**src/rtl/rr_bus_arbiter.sv**
```systemverilog
// rr_bus_arbiter: round-robin grant of a shared active-low PCI-style bus with turnaround and grant timeout
module rr_bus_arbiter #(
    parameter int N       = 4,
    parameter int TIMEOUT = 16
) (
    input  logic                 clk,
    input  logic                 reset_n,
    input  logic [N-1:0]         req_n,
    input  logic                 frame_n,
    input  logic                 irdy_n,
    output logic [N-1:0]         gnt_n,
    output logic [$clog2(N)-1:0] owner,
    output logic                 bus_busy,
    output logic                 timeout
);
    localparam int OW = $clog2(N);
    localparam int CW = $clog2(TIMEOUT) + 1;
    localparam logic [OW-1:0] LAST = OW'(N - 1);
    localparam logic [CW-1:0] TMAX = CW'(TIMEOUT - 1);

    typedef enum logic [1:0] {IDLE, GRANT, BUSY, TURN} state_t;

    state_t          state_q, state_d;
    logic [OW-1:0]   owner_q, owner_d, ptr_q, ptr_d, win;
    logic [CW-1:0]   cnt_q, cnt_d;
    logic [N-1:0]    gnt_q, gnt_d;
    logic            busy_q, to_q, to_d, found, grant, any_req;

    assign any_req = ~&req_n;

    // first requester at or after the pointer, wrapping mod N
    always_comb begin
        win   = ptr_q;
        found = 1'b0;
        for (int k = 0; k < N; k++) begin
            if (!found && !req_n[OW'((int'(ptr_q) + k) % N)]) begin
                win   = OW'((int'(ptr_q) + k) % N);
                found = 1'b1;
            end
        end
    end

    always_comb begin
        state_d = state_q;
        owner_d = owner_q;
        ptr_d   = ptr_q;
        cnt_d   = cnt_q;
        to_d    = 1'b0;
        grant   = 1'b0;
        case (state_q)
            IDLE:  grant = any_req;
            GRANT: begin
                if (!frame_n)
                    state_d = BUSY;
                else if (req_n[owner_q])
                    state_d = TURN;
                else if (cnt_q == TMAX) begin
                    state_d = TURN;
                    to_d    = 1'b1;
                end else
                    cnt_d = (cnt_q == '1) ? cnt_q : cnt_q + 1'b1;
            end
            BUSY:  state_d = (frame_n && irdy_n) ? TURN : BUSY;
            TURN:  begin
                state_d = IDLE;
                grant   = any_req;
            end
            default: state_d = IDLE;
        endcase
        if (grant) begin
            state_d = GRANT;
            owner_d = win;
            ptr_d   = (win == LAST) ? '0 : win + 1'b1;
            cnt_d   = '0;
        end
        gnt_d = '1;
        if (state_d == GRANT)
            gnt_d[owner_d] = 1'b0;
    end

    always_ff @(posedge clk or negedge reset_n) begin
        if (!reset_n) begin
            state_q <= IDLE;
            owner_q <= '0;
            ptr_q   <= '0;
            cnt_q   <= '0;
            gnt_q   <= '1;
            busy_q  <= 1'b0;
            to_q    <= 1'b0;
        end else begin
            state_q <= state_d;
            owner_q <= owner_d;
            ptr_q   <= ptr_d;
            cnt_q   <= cnt_d;
            gnt_q   <= gnt_d;
            busy_q  <= (state_d == BUSY);
            to_q    <= to_d;
        end
    end

    assign gnt_n    = gnt_q;
    assign owner    = owner_q;
    assign bus_busy = busy_q;
    assign timeout  = to_q;
endmodule

```
**config.mk**
```make
export PLATFORM = sky130hd
export DESIGN_NAME = rr_bus_arbiter
export DESIGN_NICKNAME = d
export VERILOG_FILES = /design/src/rtl/rr_bus_arbiter.sv
export SDC_FILE = /design/constraint.sdc
export NUM_CORES = 1
export LEC_CHECK = 0
export BUFFER_PORTS_ARGS = -buffer_cell sky130_fd_sc_hd__buf_2
export CORE_MARGIN = 1.5
export CORE_UTILIZATION = 45
export CTS_CLUSTER_SIZE = 12
export DETAILED_ROUTE_END_ITERATION = 8
export PLACE_DENSITY = 0.67
export SYNTH_ARGS = -nofsm -noshare
export SYNTH_HDL_FRONTEND = slang
export SYNTH_SLANG_ARGS = --single-unit
```
**constraint.sdc**
```tcl
create_clock -name clk -period 5.1 [get_ports clk]
set_clock_uncertainty 0.2 [all_clocks]
set_input_delay 0.255 -clock clk [delete_from_list [all_inputs] [get_ports clk]]
set_output_delay 0.255 -clock clk [all_outputs]
set_load 0.02 [all_outputs]
```
# Word level (Yosys, flattened, before mapping)

Index checks and enable logic that the tools add are counted.

Add/subtract/negate cells: 5
Magnitude comparators: 7
Equality and inequality tests: 11
Mux-type cells: 42
Bitwise operators: 1
Reduce and logical (&&, ||, !) cells: 17

Operator list:

| operator              | count |
|---|---|
| $mux W5               | 6 |
| $mux W1               | 19 |
| $mux W2               | 9 |
| $lt A2 B4 Y1 const B  | 4 |
| $bmux W1 S2           | 5 |
| $eq A2 B2 Y1 const B  | 4 |
| $logic_not A1 Y1      | 6 |
| $lt A2 B3 Y1 const B  | 2 |
| $ne A2 B2 Y1 const B  | 3 |
| $pmux W2 S3           | 1 |
| $add A5 B1 Y5 const B | 1 |
| $eq A5 B4 Y1 const B  | 1 |
| $eq A5 B5 Y1 const B  | 1 |
| $logic_and A1 B1 Y1   | 5 |
| $reduce_and A5 Y1     | 1 |
| $add A2 B1 Y2 const B | 2 |
| $add A2 B2 Y2 const B | 2 |
| $eq A2 B1 Y1 const B  | 2 |
| $mux W4               | 1 |
| $not A4 Y4            | 1 |
| $reduce_and A4 Y1     | 1 |
| $reduce_bool A2 Y1    | 2 |
| $demux W1 S2          | 1 |
| $ge A2 B1 Y1 const B  | 1 |
| other kinds (2)       | 2 |

Flip-flop bits (word level): 17
Input bits: 8
Output and inout port bits: 8
Word-level logic and storage cells: 90

# Logic depth before layout (Yosys ltp)

Gate-level depths: netlist of run 1.

Word-level depth: 20
Mapped depth: 8
Gate-level depth less buffers: 8

# Worst setup path before layout of run 1

No wires, ideal clock.

Path kind: reg-to-reg
From: register cnt_q[0]
To: register gnt_q[0] (netlist: gnt_n[0])
Library setup time: 0.094 ns
Arrival: 2.106 ns
Required time: 4.806 ns
Slack: 2.700 ns
Stages on the path, launching flop included: 8
Buffers on the path: 0
Clock period less this slack: 2.400 ns
Cells stage by stage: dfrtp_1 -> ha_1 -> and3_1 -> ha_1 -> nor2b_1 -> a22oi_2 -> o311ai_2 -> or4b_1

Word-level cells in the longest chain between the ends: 8

RTL lines:

| what                   | RTL line | text |
|---|---|---|
| from (decl)            | 25       | `logic [CW-1:0] cnt_q, cnt_d;` |
| from (signal assigned) | 94       | `cnt_q <= cnt_d;` |
| $eq A5 B4 Y1           | 57       | `else if (cnt_q == TMAX) begin` |
| $mux W2                | 57       |  |
| $mux W2                | 55       | `else if (req_n[owner_q])` |
| $mux W2                | 53       | `if (!frame_n)` |
| $pmux W2 S3            | 50       | `case (state_q)` |
| $mux W2                | 70       | `if (grant) begin` |
| $eq A2 B1 Y1           | 77       | `if (state_d == GRANT)` |
| $mux W4                | 77       |  |
| via gnt_d[0]           | 26       | `logic [N-1:0] gnt_q, gnt_d;` |
| to (signal assigned)   | 95       | `gnt_q <= gnt_d;` |
| to (decl)              | 26       |  |

The timed path passes the listed nets, and every way through them passes these cells.
A chain may end at the register's enable or synchronous reset.

# Final worst setup path of run 1

From: register state_q[0]
To: register gnt_q[0] (netlist: gnt_n[0])

Word-level cells in the longest chain between the ends: 10
Elaborated cells between the ends (all ways): 20
Classes of those cells: 2 x order compare; 4 x eq/ne; 10 x mux; 1 x bitwise; 3 x reduce/logical

RTL lines:

| what                                                               | RTL line | text |
|---|---|---|
| from (decl)                                                        | 23       | `state_t state_q, state_d;` |
| from (signal assigned)                                             | 91       | `state_q <= state_d;` |
| $eq A2 B2 Y1 or $logic_not A2 Y1 (tied branches)                   | 50       |  |
| $reduce_or A2 Y1 (no line) (*)                                     | n/a      |  |
| $mux W1 (*)                                                        | 50       |  |
| $mux W2 (*)                                                        | 70       |  |
| via owner_d[1]                                                     | 24       | `logic [OW-1:0] owner_q, owner_d, ptr_q, ptr_d, win;` |
| $lt A2 B3 Y1 (not written as such) or $ge A2 B1 Y1 (tied branches) | 78       | `gnt_d[owner_d] = 1'b0;` |
| $logic_and A1 B1 Y1 (not written as such)                          | 78       |  |
| $mux W1 (not written as such)                                      | 78       |  |
| $demux W1 S2 (*)                                                   | 78       |  |
| $not A4 Y4 (no line) (*)                                           | n/a      |  |
| $mux W4 (*)                                                        | 77       |  |
| via gnt_d[0]                                                       | 26       |  |

Mark *: on every way through the listed nets, which the timed path passes. The rest lies on a longest branch.

==> flow_summary.ini, run 1 <==
[place]
numPortBuffers = 15
gp_congestion = 0.818
post_dp_cell_area_sq_mm = 0.00110
place_inst = 142
dp_hpwl_um = 1580
place_worst_setup_slack_ps = 2330

[clock_tree]
postCtsHoldBufs = 1
cts_buffers = 3
path_clk_slew_ps = 90
clk_latency_ps = 290
cts_max_path_buffers = 2
cts_sinks = 17
post_cts_buffers = 0
cts_tree = done
cts-htree-levels = 1
clock-root-buffer = clkbuf_4
cts_resized = 0

[worst_setup_path]
crit_arrival_ps = 2810
worst_setup_path_end_kind = register
critical_path_class = reg2reg
cp_max_fo = 11
critPathRequiredTime_ps = 5100
cp-start-kind = register

[route]
via_per_inst = 5.69
final_antenna_net_count = 0
drcViolationCount = 0
wl_per_cell_um = 14.1
drt_iter0_drc = 28
drt_pre_antenna_iters = 4
drt_wl_total_um = 2080
vias = 842

[logic_synthesis]
synth_top_area_share_pct = 32.5
synthArstFlopShare_pct = 100
synth.top_cells.by_area = dfrtp_1, dfstp_2, ha_1
avgSynthCellArea_sq_um = 9.92
yosysTopAreaCell = dfrtp_1
yosysMostFrequentCell = dfrtp_1
ys_warn_count = 0
synth.ff_latch_count = 17
synthFlopType = dfrtp_1
synth_cells = 101
synth_edf_count = 0
yosysSeqAreaShare_pct = 42.9
synth_area_sq_mm = 0.00100
syn-num-nets = 115
synth_commonest_cells = dfrtp_1, a21oi_1, inv_1, nand2_1, nor2_1
synth.distinct_cells = 37

[global_route]
grt.total_usage_pct = 19.1
antenna_found_initial = 0
first_global_vias = 864
grt_first_pass_wirelength_um = 3630
grt_max_degree = 18
gr-total-overflow = 0

[die]
core_area_sq_mm = 0.00202
rows = 16
ios = 16
start_util_pct = 49.6
die_h_um = 50.2
chipWidth_um = 50.2
design.die.area_sq_mm = 0.00252

[sta]
fin_setup_tns_ps = 0
hold_ws_ps = 208
clock.fmax_ghz = 0.356
finalCritPeriodShare_pct = 55.0
tightest_slew_ps = 972
slew_headroom_pct = 34.3
hold_violations = 0
setup_slack_ps = 2290
finalSetupViolCount = 0
min_period_ps = 2810
grt_setup_unrepaired = no
slew_violations = 0

[power]
p_total_mw = 0.625
p_leak_nw = 0.529
p_per_area_mw_per_mm2 = 544
ir_drop_v = 0.000333

[finish]
n_fill_cell = 176
fin_util_pct = 56.9
final_cell_area_sq_mm = 0.00115
diodes = 0
final_cells = 148
nets = 136
area_growth_pct = 14.7
drive_above_1_share_pct = 24.0

[run]
max-cap-violations = 0

[worst_hold_path]
min_path_type = in2async

[outcome]
status = complete, no violations
-- final timing paths --
path                                 startpoint                   end  depth (start not counted)  slack, ps
max in group asynchronous               reset_n    gnt_n[1]$_DFF_PN1_                          2       4170
hold / removal                          reset_n  ptr_q[1]$_DFFE_PN0P_                          2        210
setup reg to reg           state_q[0]$_DFF_PN0_    gnt_n[0]$_DFF_PN1_                          5       2290
min in group clk                       req_n[0]     timeout$_DFF_PN0_                          4        230
hold reg to reg            cnt_q[3]$_DFFE_PN0P_  cnt_q[3]$_DFFE_PN0P_                          2        360
setup / recovery           state_q[0]$_DFF_PN0_    gnt_n[0]$_DFF_PN1_                          5       2290
-- critical path, cell delays in order, from the launching register on --
cell and delay [ps]:
dfrtp_1 430, inv_1 90, ha_1 320, a41oi_1 750, mux2_4 390, or4b_1 540
-- cell usage in the layout, fill, tap and decap left out, types with 2 or more instances in the layout --
master	count
dfrtp_1	13
or3_1	2
clkbuf_4	3
o21ai_0	5
nand4b_1	2
nand2_1	7
nor2_1	7
a31oi_1	2
buf_2	15
mux2i_1	2
o21a_1	2
a21oi_1	9
o31ai_1	2
or4_1	2
ha_1	6
o32ai_1	2
nor2b_1	3
nand3_1	3
inv_1	7
and3_1	2
dlygate4sd3_1	2
nor3_1	2
dfstp_2	4
-- final cells by class --
| cell class | instances | area, sq um | area share [%] |
|---|---|---|---|
| clock buffer | 4 | 26.3 | 2.29 |
| inverter | 7 | 26.3 | 2.29 |
| multi-input combinational | 76 | 538 | 46.8 |
| sequential | 17 | 430 | 37.4 |
| tap | 27 | 33.8 | 2.94 |
| timing repair buffer | 17 | 95.1 | 8.27 |
-- per-layer routing --
layer | global-route usage (%) | vias to the layer above | wire [um]
met2 | 31.6 | 14 | 977
li1 | - | 417 | -
met3 | 4.46 | 4 | 60
met4 | 6.94 | 0 | 21
met1 | 24.1 | 407 | 1020
met5 | 0 | - | 0
-- kinds of logic (layout without fill, tap and decap cells) --
kind of cell    Yosys count  after routing  synth area share [%]
buf+inv                   8             28                  3.37
simple gates             37             37                  20.4
flops                    17             17                  42.9
fa+ha+maj                 6              6                  7.49
mux                       3              3                  3.50
compound gates           30             30                  22.3
-- state kept, by name, summed over array words and instances (netlist names) --
signal    flops
gnt_n         4
ptr_q         2
cnt_q         5
state_q       2
owner         2
timeout       1
bus_busy      1
-- power breakdown --
part | total [mW] | switching, mW | internal (mW)
logic | 0.336 | 0.203 | 0.133
clock network | 0.0710 | 0.0405 | 0.0304
registers | 0.219 | 0.0386 | 0.180
Note: power is estimated with default switching activity, not from simulation.
==> run 2, diff against run 1 <==
- PLACE_DENSITY: 0.67 -> 0.69
- clock period: 5.1 -> 2.3 ns (I/O delays scaled with it)
==> run 2 against run 1 <==
Routed wire length increased by 13%. Combinational power increased to 2.9 times the previous value. Clock power increased by 130%. Non-clock buffer count increased by 11. First-iteration DRC count decreased by 3.6%. Critical path depth increased by 2. Total power increased to 2.6 times the previous value. Register-to-register slack got worse by 2200 ps. Largest power group unchanged.
==> flow_summary.ini, run 2 (synthesized netlist as in run 1, its figures left out) <==
[finish]
final_cells = 159
drive_above_1_share_pct = 35.6
largest_reg_flops = 5
area_growth_pct = 28.8
final_common_cell = buf_2
n_fill_cell = 168
diodes = 0
final_cell_mix = buf_2, dfrtp_1, buf_4
nets = 147
largest-register = cnt_q
final_cell_area_sq_mm = 0.00129
multiInputGateArea_sq_um = 596
seq_area_sq_um = 430

[sta]
min_period_ps = 2220
fin_setup_tns_ps = 0
tightest_slew_ps = 394
hold_violations = 0
clock.fmax_ghz = 0.451
slew_violations = 0
finalSetupViolCount = 0
slew_headroom_pct = 73.7
finalCritPeriodShare_pct = 96.5
setup_slack_ps = 80.7
grt_setup_unrepaired = yes

[route]
drt_wl_total_um = 2350
via_per_inst = 5.63
drt_pre_antenna_iters = 4
wl_per_cell_um = 14.8
final_antenna_net_count = 0
drt_iter0_drc = 27
vias = 895
drcViolationCount = 0

[die]
core_area_sq_mm = 0.00202
ios = 16
die_h_um = 50.2
rows = 16
chipWidth_um = 50.2
design.die.area_sq_mm = 0.00252
start_util_pct = 49.6

[outcome]
status = complete, no violations

[worst_setup_path]
cpPeakStageDelay_ps = 460
r2r_setup_slack_ps = 80
cp-start-kind = register
critical_path_class = reg2reg
crit_top_cell = ha_4
critPathRequiredTime_ps = 2300
worst_setup_path_end_kind = register
path_cells = ha_4 -> and3_4 -> ha_4 -> nor2b_4 -> a22oi_2 -> o311ai_4 -> or4b_1
crit_arrival_ps = 2220
cp_max_fo = 5
cp_slowest_cell = or4b_1

[run]
max-cap-violations = 0

[clock_tree]
clock-root-buffer = clkbuf_4
cts_sinks = 17
path_clk_slew_ps = 110
clk_latency_ps = 290
cts_tree = done
cts-htree-levels = 1
cts_buffers = 3
cts_max_path_buffers = 2

[global_route]
first_global_vias = 848
gr-total-overflow = 0
antenna_found_initial = 0
grt_first_pass_wirelength_um = 3920
grt.total_usage_pct = 20.4
grt_max_degree = 18

[worst_hold_path]
min_path_type = in2async

[place]
numPortBuffers = 15
place_inst = 151
dp_hpwl_um = 1740
place_worst_setup_slack_ps = -19.8
post_dp_cell_area_sq_mm = 0.00119
gp_congestion = 0.846

[power]
p_per_area_mw_per_mm2 = 1250
intPower_mw = 0.908
clock_power_share_pct = 9.9
p_leak_nw = 0.591
ir_drop_v = 0.000783
p_switching_mw = 0.702
swShare_pct = 43.6
power_frac_comb_pct = 60.4
power_frac_seq_pct = 29.7
## run 2: what timing repair did
item                                    4_1_cts  5_1_grt
hold endpoints to repair                     18        0
resized for setup                             5        1
pin swaps                                     3        5
setup buffers                                 2        0
endpoints found under the setup margin        1        1
hold buffers                                  2        0
## run 2: metal layers
| layer | GRT usage, % | vias up | wire length (um) |
|---|---|---|---|
| li1 | - | 445 | - |
| met1 | 30.6 | 425 | 1140 |
| met2 | 30.9 | 25 | 1100 |
| met5 | 0 | - | 0 |
| met3 | 4.17 | 0 | 111 |
| met4 | 2.78 | 0 | 0 |
## run 2: final cells by class
| class | count | share of cell area, % |
|---|---|---|
| Multi-Input combinational cell | 76 | 46.1 |
| Sequential cell | 17 | 33.3 |
| Timing Repair Buffer | 28 | 13.8 |
| Tap cell | 27 | 2.62 |
| Inverter | 7 | 2.03 |
| Clock buffer | 3 | 1.74 |
| Clock inverter | 1 | 0.388 |
## run 2: final timing paths
path | start | depth (start not counted) | to
max | cnt_q[1]$_DFFE_PN0P_ | 7 | gnt_n[0]$_DFF_PN1_
min | reset_n | 2 | ptr_q[0]$_DFFE_PN0P_
max reg2reg | cnt_q[1]$_DFFE_PN0P_ | 7 | gnt_n[0]$_DFF_PN1_
min reg2reg | cnt_q[4]$_DFFE_PN0P_ | 2 | cnt_q[4]$_DFFE_PN0P_
max in group asynchronous | reset_n | 2 | gnt_n[0]$_DFF_PN1_
min in group clk | req_n[2] | 4 | timeout$_DFF_PN0_
## run 2: per-stage QoR
step                      total power, mW  hold slack, ps  utilization (%)
after global routing                 1.74            87.4             63.9
final                                1.61            65.7             63.9
after global placement               1.35            -141             58.8
after CTS                            1.60            70.9             63.4
after detailed placement             1.38            -137             58.8
after floorplan                      1.07            -381                -
## run 2: worst max-delay path: cells and delay by family (launching register included)
family	cells	cell delay, ps
AND/OR/NAND/NOR	3	770
adder cells (fa/ha/maj)	2	340
AO/OA/AOI/OAI	2	410
flip-flops	1	420
## run 2: power by group through the flow
stage / Clock (mW) / Combinational, mW / Sequential, mW
2_1_floorplan: 0 / 0.550 / 0.525
3_3_place_gp: 0 / 0.874 / 0.474
3_5_place_dp: 0 / 0.909 / 0.473
4_1_cts: 0.164 / 0.967 / 0.471
5_1_grt: 0.181 / 1.07 / 0.490
6_report: 0.160 / 0.973 / 0.478
